[src/rtl/idex_pipe_stage.sv]
// ID/EX pipeline register with valid/ready handshake, 2-entry skid buffer and synchronous flush.
// Optional stall counter is enabled by defining IDEX_STALL_CNT_EN.
module idex_pipe_stage #(
    parameter int unsigned OP_W  = 5,
    parameter int unsigned REG_W = 9,
    parameter int unsigned IMM_W = 20,
    parameter int unsigned CNT_W = 16
) (
    input  logic             clk,
    input  logic             rst,
    input  logic             flush,
    input  logic             in_valid,
    output logic             in_ready,
    input  logic [OP_W-1:0]  in_opcode,
    input  logic [REG_W-1:0] in_rd,
    input  logic [REG_W-1:0] in_rs,
    input  logic [REG_W-1:0] in_rt,
    input  logic [IMM_W-1:0] in_imm,
    output logic             out_valid,
    input  logic             out_ready,
    output logic [OP_W-1:0]  out_opcode,
    output logic [REG_W-1:0] out_rd,
    output logic [REG_W-1:0] out_rs,
    output logic [REG_W-1:0] out_rt,
    output logic [IMM_W-1:0] out_imm
`ifdef IDEX_STALL_CNT_EN
    ,
    output logic [CNT_W-1:0] stall_cnt
`endif
);

    localparam int unsigned PW = OP_W + 3 * REG_W + IMM_W;

    // Bit 0 = main valid, bit 1 = skid valid, so both flags come straight from flops.
    typedef enum logic [1:0] {
        StEmpty = 2'b00,
        StOne   = 2'b01,
        StTwo   = 2'b11
    } state_e;

    state_e state_q, state_d;

    logic [PW-1:0] in_pay;
    logic [PW-1:0] main_q, main_d;
    logic [PW-1:0] skid_q, skid_d;

    logic acc, take;
    logic load_main, load_skid, main_from_skid;

    assign in_pay = {in_opcode, in_rd, in_rs, in_rt, in_imm};
    assign acc    = in_valid & in_ready;
    assign take   = out_valid & out_ready;

    always_ff @(posedge clk or posedge rst) begin
        if (rst) begin
            state_q <= StEmpty;
        end else begin
            state_q <= state_d;
        end
    end

    always_comb begin
        state_d = state_q;
        if (flush) begin
            state_d = StEmpty;
        end else begin
            unique case (state_q)
                StEmpty: if (acc) state_d = StOne;
                StOne: begin
                    if (take && !acc) begin
                        state_d = StEmpty;
                    end else if (!take && acc) begin
                        state_d = StTwo;
                    end
                end
                StTwo: if (take) state_d = StOne;
                default: state_d = StEmpty;
            endcase
        end
    end

    always_comb begin
        in_ready       = ~state_q[1];
        out_valid      = state_q[0];
        load_main      = 1'b0;
        load_skid      = 1'b0;
        main_from_skid = 1'b0;
        // Flush leaves payload untouched; only the valid state is cleared.
        if (!flush) begin
            unique case (state_q)
                StEmpty: load_main = acc;
                StOne: begin
                    load_main = take & acc;
                    load_skid = ~take & acc;
                end
                StTwo: begin
                    load_main      = take;
                    main_from_skid = 1'b1;
                end
                default: ;
            endcase
        end
    end

    always_comb begin
        main_d = main_q;
        skid_d = skid_q;
        if (load_main) main_d = main_from_skid ? skid_q : in_pay;
        if (load_skid) skid_d = in_pay;
    end

    always_ff @(posedge clk or posedge rst) begin
        if (rst) begin
            main_q <= '0;
            skid_q <= '0;
        end else begin
            main_q <= main_d;
            skid_q <= skid_d;
        end
    end

    assign {out_opcode, out_rd, out_rs, out_rt, out_imm} = main_q;

`ifdef IDEX_STALL_CNT_EN
    logic [CNT_W-1:0] stall_cnt_q, stall_cnt_d;

    always_comb begin
        stall_cnt_d = stall_cnt_q;
        if (out_valid && !out_ready && (stall_cnt_q != {CNT_W{1'b1}})) begin
            stall_cnt_d = stall_cnt_q + CNT_W'(1);
        end
    end

    // Only reset clears the counter; flush does not.
    always_ff @(posedge clk or posedge rst) begin
        if (rst) begin
            stall_cnt_q <= '0;
        end else begin
            stall_cnt_q <= stall_cnt_d;
        end
    end

    assign stall_cnt = stall_cnt_q;
`endif

endmodule

[config.mk]
export PLATFORM = sky130hd
export DESIGN_NAME = idex_pipe_stage
export DESIGN_NICKNAME = d
export VERILOG_FILES = /design/src/rtl/idex_pipe_stage.sv
export SDC_FILE = /design/constraint.sdc
export NUM_CORES = 1
export LEC_CHECK = 0
export ABC_AREA = 1
export CORE_MARGIN = 8
export CORE_UTILIZATION = 35
export CTS_CLUSTER_DIAMETER = 50
export CTS_CLUSTER_SIZE = 8
export DETAILED_ROUTE_END_ITERATION = 6
export MAX_ROUTING_LAYER = met4
export SKIP_CTS_REPAIR_TIMING = 1
export SLEW_MARGIN = 0
export SYNTH_ARGS = -nofsm -noshare
export SYNTH_HDL_FRONTEND = slang
export SYNTH_SLANG_ARGS = --single-unit
[constraint.sdc]
create_clock -name clk -period 3.6 [get_ports clk]
set_clock_uncertainty 0.2 [all_clocks]
set_input_delay 0.9 -clock clk [delete_from_list [all_inputs] [get_ports clk]]
set_output_delay 0.9 -clock clk [all_outputs]
set_load 0.03 [all_outputs]
==> results by group, run 1 <==
Clock network
  – CTS root buffer: sky130_fd_sc_hd__clkbuf_16
  – Maximum level of the CTS H-tree: 3
  – Clock-pin slew on the worst setup and hold paths: 0.07 ns
  – CTS Sinks: 106
  – Buffer levels on the longest clock path: 2
  – TritonCTS clock tree: done
  – Number of clock buffers inserted by TritonCTS: 9
  – Clock latency on the worst-skew pair: 0.34 ns

Timing
  – Final setup violating endpoints: 0
  – Headroom to the max-slew limit: 58.7%
  – Final hold violation count: 0
  – Post-layout minimum cycle time: 2.70 ns
  – Max Clock Freq: 0.371 GHz
  – Setup TNS: 0 ns
  – Share of the cycle needed by the critical path after routing: 74.9%
  – Pins Over Slew Limit: 0
  – Slew at the pin closest to its max-slew limit: 0.620 ns
  – RSZ-0062 raised after global routing: no

Global route
  – Antenna violations before repair: 0
  – Wire length of the first global-routing pass: 20400 um
  – Total routing usage reported by global routing: 14.4%
  – Via count of the first global-routing pass: 3977
  – Largest net degree at the start of global routing: 107
  – Final global-route overflow total: 0

Worst hold path
  – Hold-critical path endpoint: main_q[2]
  – Hold Path Depth: 2
  – Worst hold path class: reg -> reg
  – HP Start: main_q[2]

Die
  – Core Region: 13800 um2
  – Chip height: 134 um
  – Number of rows in the core area: 43
  – Effective utilization at floorplan: 35.5%
  – Chip width: 134 um
  – Die ar.: 18000 um2
  – Ports: 111

Finish
  – Core Util, Final: 46.6%
  – Register area: 2650 um2
  – Final instance count without filler cells: 877
  – Multi-input logic area: 1760 um2
  – Diode insertion count for antenna repair: 0
  – Layout area overhead: 31.3%
  – # nets final: 753
  – Fill cell total of the finished layout: 1327
  – Layout cell share with drive strength beyond 1: 4.45%

Setup path
  – Worst reg2reg setup slack: 1.39 ns
  – Number of cells on the worst reg-to-reg path: 10
  – Crit-path max cell delay: 0.69 ns
  – CP Launch Type: flip-flop
  – Endpoint type of the worst setup path: output pin
  – Critical Setup Path Class: reg -> out
  – Critical path, cell by cell: inv_2 > clkdlybuf4s50_1
  – Buf+Inv Stages, Crit Path: 2
  – Required time of the critical path: 2.50 ns
  – CP Data Arrival Time: 1.60 ns
  – Critical register-to-register path startpoint: state_q[1]
  – Dominant delay contributor by cell family on the critical path: buffers and inverters
  – Master of the slowest instance on the critical path: sky130_fd_sc_hd__clkdlybuf4s50_1
  – Biggest fanout along the worst timing path: 6
  – R2R Path End: main_q[34]

Logic synthesis
  – Top-area cell type share of the netlist area: 54.3%
  – Biggest area contributors in the synthesized netlist: sky130_fd_sc_hd__dfrtp_1, sky130_fd_sc_hd__nand2_1, sky130_fd_sc_hd__nand3_1
  – Synthesized net count: 661
  – Fraction of registers with async set/reset: 100%
  – Most numerous cell types in the synthesized netlist: sky130_fd_sc_hd__nand2_1, sky130_fd_sc_hd__dfrtp_1, sky130_fd_sc_hd__inv_1, sky130_fd_sc_hd__nand3_1, sky130_fd_sc_hd__o21ai_1
  – Dominant cell type by area after synthesis: sky130_fd_sc_hd__dfrtp_1
  – Synth Instances: 600
  – Library cell with the highest instance count after synthesis: sky130_fd_sc_hd__nand2_1
  – Number of enable flip-flop cells after synthesis: 0
  – Combined area of all synthesized cells: 4890 um2
  – Distinct cells, synth: 16
  – Number of synthesized register bits: 106
  – Primary flip-flop cell chosen by synthesis mapping: sky130_fd_sc_hd__dfrtp_1
  – Average cell area after synthesis: 8.14 um2
  – Sequential area share after synthesis: 54.3%
  – Total of warnings raised by yosys: 0

Route
  – Routed wire per std cell: 13.9 um
  – Number of remaining DRC errors: 0
  – Detailed-routing iteration count for the pre-antenna-repair pass: 4
  – Post-DR vias/cell: 4.67
  – Total vias in the final route: 4097
  – First-iteration detailed-routing DRC count: 350
  – Final Routed Wirelength: 12200 um
  – Residual antenna-violating net count after detailed routing: 0

Placement
  – Cell count after placement: 861
  – Half-perimeter wire length after detailed placement: 8210 um
  – Number of port buffers: 110
  – Final weighted congestion in routability-driven placement: 0.771

Run
  – Total of max-cap violations: 0

Pwr
  – Ratio of total power to cell area: 841 nW/um2
  – Leakage dissipation: 3.14 nW
  – Overall power of the completed layout: 5.40 mW
  – Maximum ir drop on the vdd rail: 267 uV

Run status
  – Result of the run: completed
how the worst max path moves through the flow:
stage,cells past startpoint,from,slack [ns],endpoint
floorplan,1,rst,1.23,main_q[0]
global placement,9,in_valid,0.73,main_q[34]
detailed placement,8,flush,0.67,main_q[21]
CTS,2,state_q[1],0.88,in_ready
global route,2,state_q[1],0.81,in_ready
finish,2,state_q[1],0.90,in_ready
worst register-to-register path, cell delays in order, from the launching register on:
cell	delay (ns)
sky130_fd_sc_hd__dfrtp_1	0.43
sky130_fd_sc_hd__inv_2	0.10
sky130_fd_sc_hd__ha_1	0.20
sky130_fd_sc_hd__nand3_1	0.12
sky130_fd_sc_hd__nand2_1	0.06
sky130_fd_sc_hd__nand2_1	0.07
sky130_fd_sc_hd__nand2_2	0.05
sky130_fd_sc_hd__nand2_2	0.32
sky130_fd_sc_hd__buf_4	0.42
sky130_fd_sc_hd__nand2_1	0.12
sky130_fd_sc_hd__nand2_1	0.07
logic make-up (layout without fill, tap and decap cells):
kind of cell    count (synthesis)  after routing  synth area share [%]
flops                         106            106                  54.3
compound gates                104            104                  10.7
simple gates                  289            289                  24.2
buf+inv                        97            194                  9.83
fa+ha+maj                       4              4                  1.02
sequential cells by signal, indices dropped and copies added (netlist names):
name,flops
main_q,52
skid_q,52
state_q,2
metrics by stage:
step                hold slack, ns  worst slack (ns)  instance area (um2)
global placement             0.254             0.732                 6080
global route                 0.291             0.813                 6420
detailed placement           0.259             0.668                 6080
finish                       0.270             0.903                 6420
CTS                          0.275             0.882                 6420
floorplan                    0.283              1.23                 4890
layer usage:
metal  routed length (um)  global-route usage [%]
met1                 5520                    17.5
met2                 5810                    23.2
met3                  653                    2.99
met4                  191                    5.55
met5                    0                       -
area by class of cell:
class | count | share of cell area (%)
Timing Repair Buffer | 118 | 18.9
Tap cell | 180 | 3.51
Multi-Input combinational cell | 397 | 27.5
Clock buffer | 11 | 3.63
Sequential cell | 106 | 41.3
Clock inverter | 5 | 1.60
Inverter | 60 | 3.57
report_power, final:
part / internal [mW] / switching (mW) / leakage [nW]
clock: 0.679 / 0.423 / 0.160
sequential: 1.76 / 0.254 / 1.31
combinational: 0.878 / 1.41 / 1.67
total: 3.31 / 2.09 / 3.14
layout by cell type, fill, tap and decap left out, drive strengths merged:
| master | Yosys | layout |
|---|---|---|
| nand2 | 227 | 227 |
| bufinv | 0 | 3 |
| ha | 4 | 4 |
| clkbuf | 8 | 11 |
| o21ai | 104 | 104 |
| clkinvlp | 0 | 2 |
| nor3 | 1 | 1 |
| buf | 29 | 8 |
| inv | 60 | 59 |
| clkinv | 0 | 1 |
| dfrtp | 106 | 106 |
| clkdlybuf4s50 | 0 | 110 |
| nor2 | 3 | 3 |
| nand3 | 58 | 58 |
Power figures use the tool's default switching activity.
==> run 2, diff against run 1 <==
==> constraint.sdc (replaced) <==
create_clock -name clk -period 2.5 [get_ports clk]
set_clock_uncertainty 0.2 [all_clocks]
set_input_delay 0.625 -clock clk [delete_from_list [all_inputs] [get_ports clk]]
set_output_delay 0.625 -clock clk [all_outputs]
set_load 0.03 [all_outputs]
==> run 2 against run 1 <==
- final cell count is 0.23% higher
- via count up 0.71%
- combinational power grew 46%
- cell area grew 0.23%
- sequential share of layout area decreased by 0.097 points
- routed wire length shrank 1.2%
- power rose by 40%
- worst setup slack lost 0.83 ns
- clock-buffer cell count increased by 1
- worst hold slack barely moved
- highest routed layer unchanged
==> results by group, run 2 (synthesized netlist as in run 1, its figures left out) <==
Setup path
  – Buf+Inv Stages, Crit Path: 2 (unchanged)
  – Critical path, cell by cell: inv_2 > clkdlybuf4s50_1
  – Required time of the critical path: 1.67 ns (-0.83 ns)
  – Worst reg2reg setup slack: 0.60 ns (-0.79 ns)
  – Critical Setup Path Class: reg -> out
  – R2R Path End: skid_q[22]
  – Number of cells on the worst reg-to-reg path: 7 (-3)
  – Dominant delay contributor by cell family on the critical path: buffers and inverters
  – CP Launch Type: flip-flop
  – Endpoint type of the worst setup path: output pin
  – Biggest fanout along the worst timing path: 6 (unchanged)
  – Crit-path max cell delay: 0.69 ns (about the same)
  – CP Data Arrival Time: 1.60 ns (about the same)
  – Master of the slowest instance on the critical path: sky130_fd_sc_hd__clkdlybuf4s50_1
  – Critical register-to-register path startpoint: state_q[1]

Finish
  – Register area: 2650 um2 (unchanged)
  – Most common cell after layout, fill and taps aside: sky130_fd_sc_hd__nand2_1
  – Layout cell share with drive strength beyond 1: 4.72% (+0.27 points)
  – Diode insertion count for antenna repair: 0 (unchanged)
  – Most frequent cells in the layout: sky130_fd_sc_hd__nand2_1, sky130_fd_sc_hd__clkdlybuf4s50_1, sky130_fd_sc_hd__dfrtp_1, sky130_fd_sc_hd__o21ai_1, sky130_fd_sc_hd__nand3_1
  – Layout area overhead: 31.6%
  – Multi-input logic area: 1760 um2 (unchanged)
  – Fill cell total of the finished layout: 1392 (+4.9%)
  – # nets final: 755 (+0.27%)
  – Final instance count without filler cells: 879 (+0.23%)
  – Largest registers: main_q: 52 flops, skid_q: 52 flops, state_q: 2 flops

Timing
  – Slew at the pin closest to its max-slew limit: 0.538 ns (-0.0821 ns)
  – Final hold violation count: 0 (unchanged)
  – Pins Over Slew Limit: 0 (unchanged)
  – Post-layout minimum cycle time: 2.42 ns
  – Setup TNS: 0 ns (unchanged)
  – Final setup violating endpoints: 0 (unchanged)
  – Headroom to the max-slew limit: 64.1% (+5.5 points)
  – Share of the cycle needed by the critical path after routing: 96.9%
  – RSZ-0062 raised after global routing: no
  – Max Clock Freq: 0.413 GHz

Die
  – Chip width: 134 um (unchanged)
  – Die ar.: 18000 um2 (unchanged)
  – Ports: 111 (unchanged)
  – Core Region: 13800 um2 (unchanged)
  – Chip height: 134 um (unchanged)
  – Effective utilization at floorplan: 35.5% (unchanged)
  – Number of rows in the core area: 43 (unchanged)

Pwr
  – Ratio of total power to cell area: 1170 nW/um2 (+39%)
  – Leakage dissipation: 3.15 nW (+0.29%)
  – Maximum ir drop on the vdd rail: 540 uV (+100%)

Route
  – Residual antenna-violating net count after detailed routing: 0 (unchanged)
  – Number of remaining DRC errors: 0 (unchanged)
  – Routed wire per std cell: 13.7 um (-1.4%)
  – Post-DR vias/cell: 4.69 (+0.48%)
  – Total vias in the final route: 4126 (+0.71%)
  – Detailed-routing iteration count for the pre-antenna-repair pass: 4 (unchanged)
  – Final Routed Wirelength: 12000 um (-1.2%)
  – First-iteration detailed-routing DRC count: 243 (-31%)

Run status
  – Result of the run: completed

Placement
  – Cell count after placement: 863 (+0.23%)
  – Final weighted congestion in routability-driven placement: 0.794 (+2.9%)
  – Number of port buffers: 110 (unchanged)
  – Half-perimeter wire length after detailed placement: 8250 um (+0.54%)

Clock network
  – Buffer levels on the longest clock path: 2 (unchanged)
  – Clock-pin slew on the worst setup and hold paths: 0.07 ns (about the same)
  – Clock latency on the worst-skew pair: 0.34 ns (about the same)
  – TritonCTS clock tree: done
  – Number of clock buffers inserted by TritonCTS: 9 (unchanged)
  – Maximum level of the CTS H-tree: 3 (unchanged)
  – CTS Sinks: 106 (unchanged)
  – CTS root buffer: sky130_fd_sc_hd__clkbuf_16

Worst hold path
  – Worst hold path class: reg -> reg
  – Hold Path Depth: 2 (unchanged)
  – Hold-critical path endpoint: main_q[22]
  – HP Start: main_q[22]

Global route
  – Final global-route overflow total: 0 (unchanged)
  – Largest net degree at the start of global routing: 65 (-39%)
  – Via count of the first global-routing pass: 4127 (+3.8%)
  – Wire length of the first global-routing pass: 20400 um (-0.24%)
  – Antenna violations before repair: 0 (unchanged)
  – Total routing usage reported by global routing: 14.3% (-0.073 points)

Run
  – Total of max-cap violations: 0 (unchanged)
[run 2: changes by cell type in the layout (fill, tap and decap cells not counted), sizes merged]
cell | previous run | this run
clkinv | 1 | 2
buf | 8 | 10
inv | 59 | 60
bufinv | 3 | 0
clkbuf | 11 | 12
[run 2: worst register-to-register path, cell delays in order, from the launching register on]
cell and delay [ns]:
sky130_fd_sc_hd__dfrtp_1 0.44, sky130_fd_sc_hd__inv_2 0.13, sky130_fd_sc_hd__ha_1 0.17, sky130_fd_sc_hd__nand2_1 0.12, sky130_fd_sc_hd__nor3_4 0.24, sky130_fd_sc_hd__buf_12 0.28
sky130_fd_sc_hd__nand2_1 0.14, sky130_fd_sc_hd__o21ai_1 0.10
[run 2: cell type report]
class / count / area share, %
Sequential cell: 106 / 41.2
Multi-Input combinational cell: 397 / 27.4
Timing Repair Buffer: 120 / 20.0
Clock buffer: 12 / 3.83
Inverter: 60 / 3.56
Tap cell: 180 / 3.50
Clock inverter: 4 / 0.409
[run 2: routing by layer]
metal / GRT usage, % / vias up / routed length [um]
met5: - / - / 0
met4: 5.86 / 0 / 239
met3: 3.07 / 15 / 556
met2: 23.0 / 86 / 5750
met1: 17.3 / 1953 / 5490
li1: - / 2072 / -
[run 2: how the worst max path moves through the flow]
stage	slack, ns	cells after the start	from	to
5_1_grt	0.009	2	state_q[1]	in_ready
3_3_place_gp	0.20	8	flush	main_q[36]
6_report	0.08	2	state_q[1]	in_ready
4_1_cts	0.06	2	state_q[1]	in_ready
3_5_place_dp	0.15	8	flush	main_q[35]
2_1_floorplan	0.40	1	rst	main_q[0]
[run 2: metrics by stage]
step / utilization [%] / hold WS (ns) / instance area [um2] / total power [mW] / setup slack [ns]
2_1_floorplan: - / 0.283 / 4890 / 4.96 / 0.401
3_3_place_gp: 44.7 / 0.254 / 6160 / 6.22 / 0.201
3_5_place_dp: 44.7 / 0.259 / 6160 / 6.31 / 0.148
4_1_cts: 46.7 / 0.276 / 6430 / 7.66 / 0.0600
5_1_grt: 46.7 / 0.295 / 6430 / 8.11 / 0.00889
6_report: 46.7 / 0.270 / 6430 / 7.54 / 0.0776
[run 2: where the power goes]
part,internal [mW],switching (mW)
logic,1.31,2.03
registers,2.53,0.352
clock network,0.704,0.611
total,4.54,3.00
==> run 3, diff against run 2 <==
--- a/config.mk
+++ b/config.mk
@@ -11,6 +11,7 @@
 export CTS_CLUSTER_DIAMETER = 50
 export CTS_CLUSTER_SIZE = 8
 export DETAILED_ROUTE_END_ITERATION = 6
+export HOLD_SLACK_MARGIN = 0.05
 export MAX_ROUTING_LAYER = met4
 export SKIP_CTS_REPAIR_TIMING = 1
 export SLEW_MARGIN = 0
==> results of run 3 <==
No change in the layout: final DEF, timing and power equal those of run 2.
